$ cat src/rtl/hls_deadlock_pkg.sv
// Shared types, default widths and helpers for the deadlock report unit.
//   state_e   : report FSM encoding
//   sat_inc() : saturating increment on a value no wider than 32 bits
package hls_deadlock_pkg;

  typedef enum logic [1:0] {
    StIdle   = 2'd0,
    StArm    = 2'd1,
    StReport = 2'd2,
    StHold   = 2'd3
  } state_e;

  localparam int unsigned NIdleDefault         = 9;
  localparam int unsigned NBlockDefault        = 4;
  localparam int unsigned NAxisDefault         = 3;
  localparam int unsigned ConfirmCyclesDefault = 16;

  // Callers zero-extend into 32 bits and truncate the result back.
  function automatic logic [31:0] sat_inc(input logic [31:0] val, input logic [31:0] max_val);
    return (val >= max_val) ? val : val + 32'd1;
  endfunction

endpackage

$ cat src/rtl/hls_deadlock_persist_filter.sv
// Persistence filter for the monitor's block flag.
//   clk_i, rst_i : clock, asynchronous active-high reset
//   start_i      : block first seen while idle; the counter loads 1
//   arm_i        : parent FSM is in the ARM state
//   block_i      : block flag from the monitor
//   confirm_o    : block held for CONFIRM_CYCLES consecutive samples (pulse)
//   glitch_o     : block dropped before confirmation (pulse)
module hls_deadlock_persist_filter
  import hls_deadlock_pkg::*;
#(
  parameter int unsigned CONFIRM_CYCLES = ConfirmCyclesDefault
) (
  input  logic clk_i,
  input  logic rst_i,
  input  logic start_i,
  input  logic arm_i,
  input  logic block_i,
  output logic confirm_o,
  output logic glitch_o
);

  // CONFIRM_CYCLES >= 2, so CONFIRM_CYCLES-1 always fits in clog2 bits.
  localparam int unsigned     CntW    = $clog2(CONFIRM_CYCLES);
  localparam logic [CntW-1:0] CntLast = CntW'(CONFIRM_CYCLES - 1);

  logic [CntW-1:0] cnt_q, cnt_d;

  always_comb begin
    cnt_d     = cnt_q;
    confirm_o = 1'b0;
    glitch_o  = 1'b0;
    if (start_i) begin
      // The sample that leaves IDLE already counts as the first one.
      cnt_d = CntW'(1);
    end else if (arm_i) begin
      if (!block_i) begin
        cnt_d    = '0;
        glitch_o = 1'b1;
      end else if (cnt_q == CntLast) begin
        cnt_d     = '0;
        confirm_o = 1'b1;
      end else begin
        cnt_d = cnt_q + CntW'(1);
      end
    end
  end

  always_ff @(posedge clk_i or posedge rst_i) begin
    if (rst_i) begin
      cnt_q <= '0;
    end else begin
      cnt_q <= cnt_d;
    end
  end

endmodule

$ cat src/rtl/hls_deadlock_report_unit.sv
// Confirms persistent dataflow deadlocks and emits one snapshot report beat.
//   clock_i, reset_i          : clock, asynchronous active-high reset
//   block_i                   : registered deadlock flag from the monitor
//   inst_idle_sigs_i          : per-instance idle flags
//   inst_block_sigs_i         : per-instance channel-block flags
//   axis_block_sigs_i         : AXIS stall flags
//   clear_i                   : releases the sticky deadlock while holding
//   report_valid_o/ready_i    : report beat handshake
//   report_idle/block/axis_o  : snapshot taken on the first block cycle
//   report_ts_o               : timestamp of the first block cycle
//   deadlock_o                : sticky confirmed-deadlock flag
//   deadlock_total_o          : confirmed deadlocks, saturating
//   glitch_total_o            : filtered transient episodes, saturating
module hls_deadlock_report_unit
  import hls_deadlock_pkg::*;
#(
  parameter int unsigned N_IDLE         = NIdleDefault,
  parameter int unsigned N_BLOCK        = NBlockDefault,
  parameter int unsigned N_AXIS         = NAxisDefault,
  parameter int unsigned CONFIRM_CYCLES = ConfirmCyclesDefault,
  parameter int unsigned TS_W           = 32,
  parameter int unsigned CNT_W          = 8
) (
  input  logic               clock_i,
  input  logic               reset_i,
  input  logic               block_i,
  input  logic [N_IDLE-1:0]  inst_idle_sigs_i,
  input  logic [N_BLOCK-1:0] inst_block_sigs_i,
  input  logic [N_AXIS-1:0]  axis_block_sigs_i,
  input  logic               clear_i,
  output logic               report_valid_o,
  input  logic               report_ready_i,
  output logic [N_IDLE-1:0]  report_idle_o,
  output logic [N_BLOCK-1:0] report_block_o,
  output logic [N_AXIS-1:0]  report_axis_o,
  output logic [TS_W-1:0]    report_ts_o,
  output logic               deadlock_o,
  output logic [CNT_W-1:0]   deadlock_total_o,
  output logic [CNT_W-1:0]   glitch_total_o
);

  localparam logic [CNT_W-1:0] CntMax = '1;

  state_e             state_q, state_d;
  logic [TS_W-1:0]    ts_q, ts_d;
  logic [N_IDLE-1:0]  idle_q, idle_d;
  logic [N_BLOCK-1:0] blk_q, blk_d;
  logic [N_AXIS-1:0]  axis_q, axis_d;
  logic [TS_W-1:0]    rts_q, rts_d;
  logic [CNT_W-1:0]   dl_total_q, dl_total_d;
  logic [CNT_W-1:0]   gl_total_q, gl_total_d;
  logic               valid_q, valid_d;
  logic               deadlock_q, deadlock_d;

  logic start, arm, confirm, glitch;

  assign start = (state_q == StIdle) && block_i;
  assign arm   = (state_q == StArm);

  hls_deadlock_persist_filter #(
    .CONFIRM_CYCLES (CONFIRM_CYCLES)
  ) u_filter (
    .clk_i     (clock_i),
    .rst_i     (reset_i),
    .start_i   (start),
    .arm_i     (arm),
    .block_i   (block_i),
    .confirm_o (confirm),
    .glitch_o  (glitch)
  );

  // Next-state logic.
  always_comb begin
    state_d = state_q;
    unique case (state_q)
      StIdle: begin
        if (block_i) state_d = StArm;
      end
      StArm: begin
        if (glitch) begin
          state_d = StIdle;
        end else if (confirm) begin
          state_d = StReport;
        end
      end
      // block/clear are ignored here so an issued report is never lost.
      StReport: begin
        if (report_ready_i) state_d = StHold;
      end
      // A block sampled together with clear does not open a new episode.
      StHold: begin
        if (clear_i) state_d = StIdle;
      end
      default: state_d = StIdle;
    endcase
  end

  // Output and datapath next-state logic.
  always_comb begin
    ts_d       = ts_q + TS_W'(1);
    idle_d     = idle_q;
    blk_d      = blk_q;
    axis_d     = axis_q;
    rts_d      = rts_q;
    dl_total_d = dl_total_q;
    gl_total_d = gl_total_q;
    valid_d    = (state_d == StReport);
    deadlock_d = (state_d == StReport) || (state_d == StHold);

    if (start) begin
      idle_d = inst_idle_sigs_i;
      blk_d  = inst_block_sigs_i;
      axis_d = axis_block_sigs_i;
      rts_d  = ts_q;
    end
    if (confirm) begin
      dl_total_d = CNT_W'(sat_inc(32'(dl_total_q), 32'(CntMax)));
    end
    if (glitch) begin
      gl_total_d = CNT_W'(sat_inc(32'(gl_total_q), 32'(CntMax)));
    end
  end

  // State registers.
  always_ff @(posedge clock_i or posedge reset_i) begin
    if (reset_i) begin
      state_q    <= StIdle;
      ts_q       <= '0;
      idle_q     <= '0;
      blk_q      <= '0;
      axis_q     <= '0;
      rts_q      <= '0;
      dl_total_q <= '0;
      gl_total_q <= '0;
      valid_q    <= 1'b0;
      deadlock_q <= 1'b0;
    end else begin
      state_q    <= state_d;
      ts_q       <= ts_d;
      idle_q     <= idle_d;
      blk_q      <= blk_d;
      axis_q     <= axis_d;
      rts_q      <= rts_d;
      dl_total_q <= dl_total_d;
      gl_total_q <= gl_total_d;
      valid_q    <= valid_d;
      deadlock_q <= deadlock_d;
    end
  end

  assign report_valid_o   = valid_q;
  assign report_idle_o    = idle_q;
  assign report_block_o   = blk_q;
  assign report_axis_o    = axis_q;
  assign report_ts_o      = rts_q;
  assign deadlock_o       = deadlock_q;
  assign deadlock_total_o = dl_total_q;
  assign glitch_total_o   = gl_total_q;

endmodule

$ cat config.mk
export PLATFORM = sky130hd
export DESIGN_NAME = hls_deadlock_report_unit
export DESIGN_NICKNAME = d
export VERILOG_FILES = /design/src/rtl/hls_deadlock_pkg.sv /design/src/rtl/hls_deadlock_persist_filter.sv /design/src/rtl/hls_deadlock_report_unit.sv
export SDC_FILE = /design/constraint.sdc
export NUM_CORES = 1
export LEC_CHECK = 0
export ABC_CLOCK_PERIOD_IN_PS = 7600
export CORE_UTILIZATION = 40
export CTS_CLUSTER_DIAMETER = 80
export DETAILED_ROUTE_END_ITERATION = 8
export DONT_BUFFER_PORTS = 1
export SLEW_MARGIN = 20
export SYNTH_ARGS = -nofsm -noshare
export SYNTH_HDL_FRONTEND = slang
export SYNTH_SLANG_ARGS = --single-unit
export TNS_END_PERCENT = 20
$ cat constraint.sdc
create_clock -name clock_i -period 7.6 [get_ports clock_i]
set_input_delay 0.38 -clock clock_i [delete_from_list [all_inputs] [get_ports clock_i]]
set_output_delay 0.38 -clock clock_i [all_outputs]
set_load 0.02 [all_outputs]
==> results.toml <==
[outcome]
status = "finished clean"

[clocking]
cts-htree-levels = 3
path_clk_slew_ns = 0.09
cts-root-buf = "clkbuf_8"
cts_tree = "built"
cts_buffer_depth = 2
clk_latency_ns = 0.36
numCtsBuffers = 9
postCtsResizedCells = 0
clock_sinks = 103

[power]
clkPwrFrac = 0.326
leakage_nw = 2.204
fin_total_pwr_w = 0.001054
p_comb_frac = 0.059
p_switching_w = 0.0002817
p_int_w = 0.0007720
swShare = 0.2673
irDropWorstVdd_v = 0.00008313
power_frac_seq = 0.615
power.density_nw_per_um2 = 223.1

[synthesis]
synth_edf_count = 0
synth_area_leaders = "dfrtp_1, mux2_2, mux2_1"
synth-seq-cells = 103
yosysTopAreaCell = "dfrtp_1"
synth-async-reset-ratio = 1.000
syn-num-nets = 352
yosysMostFrequentCell = "dfrtp_1"
synth_common_cells = "dfrtp_1, mux2_2, xnor2_1, xor2_1"
ys_types = 34
postSynthAreaPerCell_sq_um = 13.38
synth_top_area_share = 0.5892
synth.yosys.seq_area_share = 0.5892
ys_warn_count = 0
yosys_most_used_dff = "dfrtp_1"
synthesis.area_sq_um = 4374
syn-instance-count = 327

[hold_path]
hold_class = "in2reg"
min_path_cells = 1

[floorplan]
start_util = 0.4181
die_w_microns = 106.6
core_sq_um = 10460
rows = 37
die_y_microns = 106.6
die_area_sq_um = 11360
io-pin-count = 87

[routing]
drt_iter0_markers = 78
drcViolationCount = 0
vias_per_cell = 5.095
drtAntennaViolNets = 0
firstDrtPassIters = 4
vias = 2415
routed_wl_microns = 7548
wl_per_cell_microns = 15.92

[finish]
fill_cells = 957
drive_above_1_share = 0.1834
insertedDiodeCount = 0
nets = 358
final_cells = 474
fin_util = 0.4514
syn2layout_area_growth_pct = 7.981

[sta]
hold_slack_ns = 0.1547
setup_viol = 0
timing.final.crit_share = 0.2586
fin_setup_tns_ns = 0
skew_ns = 0.01162
maxSlewHeadroom = 0.5011
fin_crit_ns = 1.965
fmax_mhz = 508.9
rsz0062_at_grt = "false"
finalHoldViolCount = 0
slew_viol_final = 0
tightestPinTransition_ns = 0.7484

[placed_design]
routabilityCongestion = 0.7098
post-place-cells = 457
portBuffers = 0
dp_hpwl_microns = 4992

[grt]
grt_pass1_vias = 2562
grt_antenna_before_repair = 0
overflow = 0
grt_max_degree = 84
grt_first_pass_wirelength_microns = 12740
track_usage = 0.1427

[setup_path]
reg2reg_depth = 4
crit_required_ns = 7.85
endpoint_kind = "register"
worst_ep_arrival_time_ns = 2.21
path_max_fanout = 48
crit_type = "reg2reg"
cp-start-kind = "register"

[flow_run]
max_cap_viol_count = 0
-- cells by family after synthesis --
kind of cell,synth area share
AOI/OAI and AO/OA,0.02803
xor gates and xnor gates,0.08810
adders and majority gates,0.01144
buffers and inverters,0.02088
DFF,0.5892
muxes,0.1287
and+or+nand+nor,0.1336
-- routing by layer --
layer,vias to the layer above,GRT usage,wire length [microns]
met1,1191,0.1779,3440
met4,0,0.06458,121
met5,-,0,0
li1,1150,-,-
met3,11,0.04620,521
met2,63,0.2258,3464
-- stage by stage --
step / area, sq um / setup WS [ns]
finish: 4723 / 5.635
global placement: 4509 / 5.673
floorplan: 4374 / 4.516
global route: 4723 / 5.513
CTS: 4720 / 5.596
detailed placement: 4509 / 5.608
-- worst paths after layout --
kind / start / endpoint / slack (ns)
worst max-delay path: deadlock_o / report_ts_o[1] / 5.63
worst min-delay path: inst_block_sigs_i[1] / report_block_o[1] / 0.15
worst max register to register: deadlock_o / report_ts_o[1] / 5.63
worst min register to register: ts_q[31] / ts_q[31] / 0.47
max in group asynchronous: reset_i / deadlock_total_o[0] / 6.15
min in group asynchronous: reset_i / report_idle_o[4] / 0.44
-- cell usage in the layout (no fill, tap or decap), types with 6 or more instances in the layout --
cell type and count:
and3_1 9, clkbuf_8 10, dfrtp_1 103, inv_1 9
mux2_1 21, mux2_2 29, nand2_1 21, nand3_1 14
nand4_1 8, nor2_1 6, nor3_1 11, xnor2_1 22
xor2_1 22
-- flip-flops by register name, summed over array words and instances (netlist names) --
| register | count |
|---|---|
| report_axis_o | 3 |
| report_idle_o | 9 |
| report_ts_o | 32 |
| deadlock_total_o | 8 |
| glitch_total_o | 8 |
| state_q | 1 |
| deadlock_o | 1 |
| u_filter.cnt_q | 4 |
| report_block_o | 4 |
| ts_q | 32 |
| report_valid_o | 1 |
-- layout make-up --
class / count / area, sq um / share of cell area
Clock buffer: 12 / 145.1 / 0.03073
Inverter: 10 / 40.04 / 0.008477
Sequential cell: 103 / 2577 / 0.5457
Timing Repair Buffer: 3 / 28.78 / 0.006093
Clock inverter: 4 / 55.05 / 0.01166
Tap cell: 136 / 170.2 / 0.03603
Multi-Input combinational cell: 206 / 1707 / 0.3613
-- timing repair --
| item | 4_1_cts | 5_1_grt |
|---|---|---|
| setup buffers | 0 | 0 |
| hold endpoints to repair | 20 | 0 |
| hold buffers | 1 | 0 |
-- power by group through the flow --
stage	Combinational [W]	Sequential (W)	Clock [W]
after floorplan	0.0000535	0.000650	0
after global placement	0.0000611	0.000658	0
after detailed placement	0.0000643	0.000659	0
after CTS	0.0000642	0.000649	0.000361
after global routing	0.0000730	0.000654	0.000383
final	0.0000620	0.000648	0.000344
-- critical path: stages (launching register included) --
cell and delay (ns):
dfrtp_1 0.55, nor2b_1 0.21, and2_2 0.16, buf_4 0.51, mux2_2 0.40
Note: power is estimated with default switching activity, not from simulation.
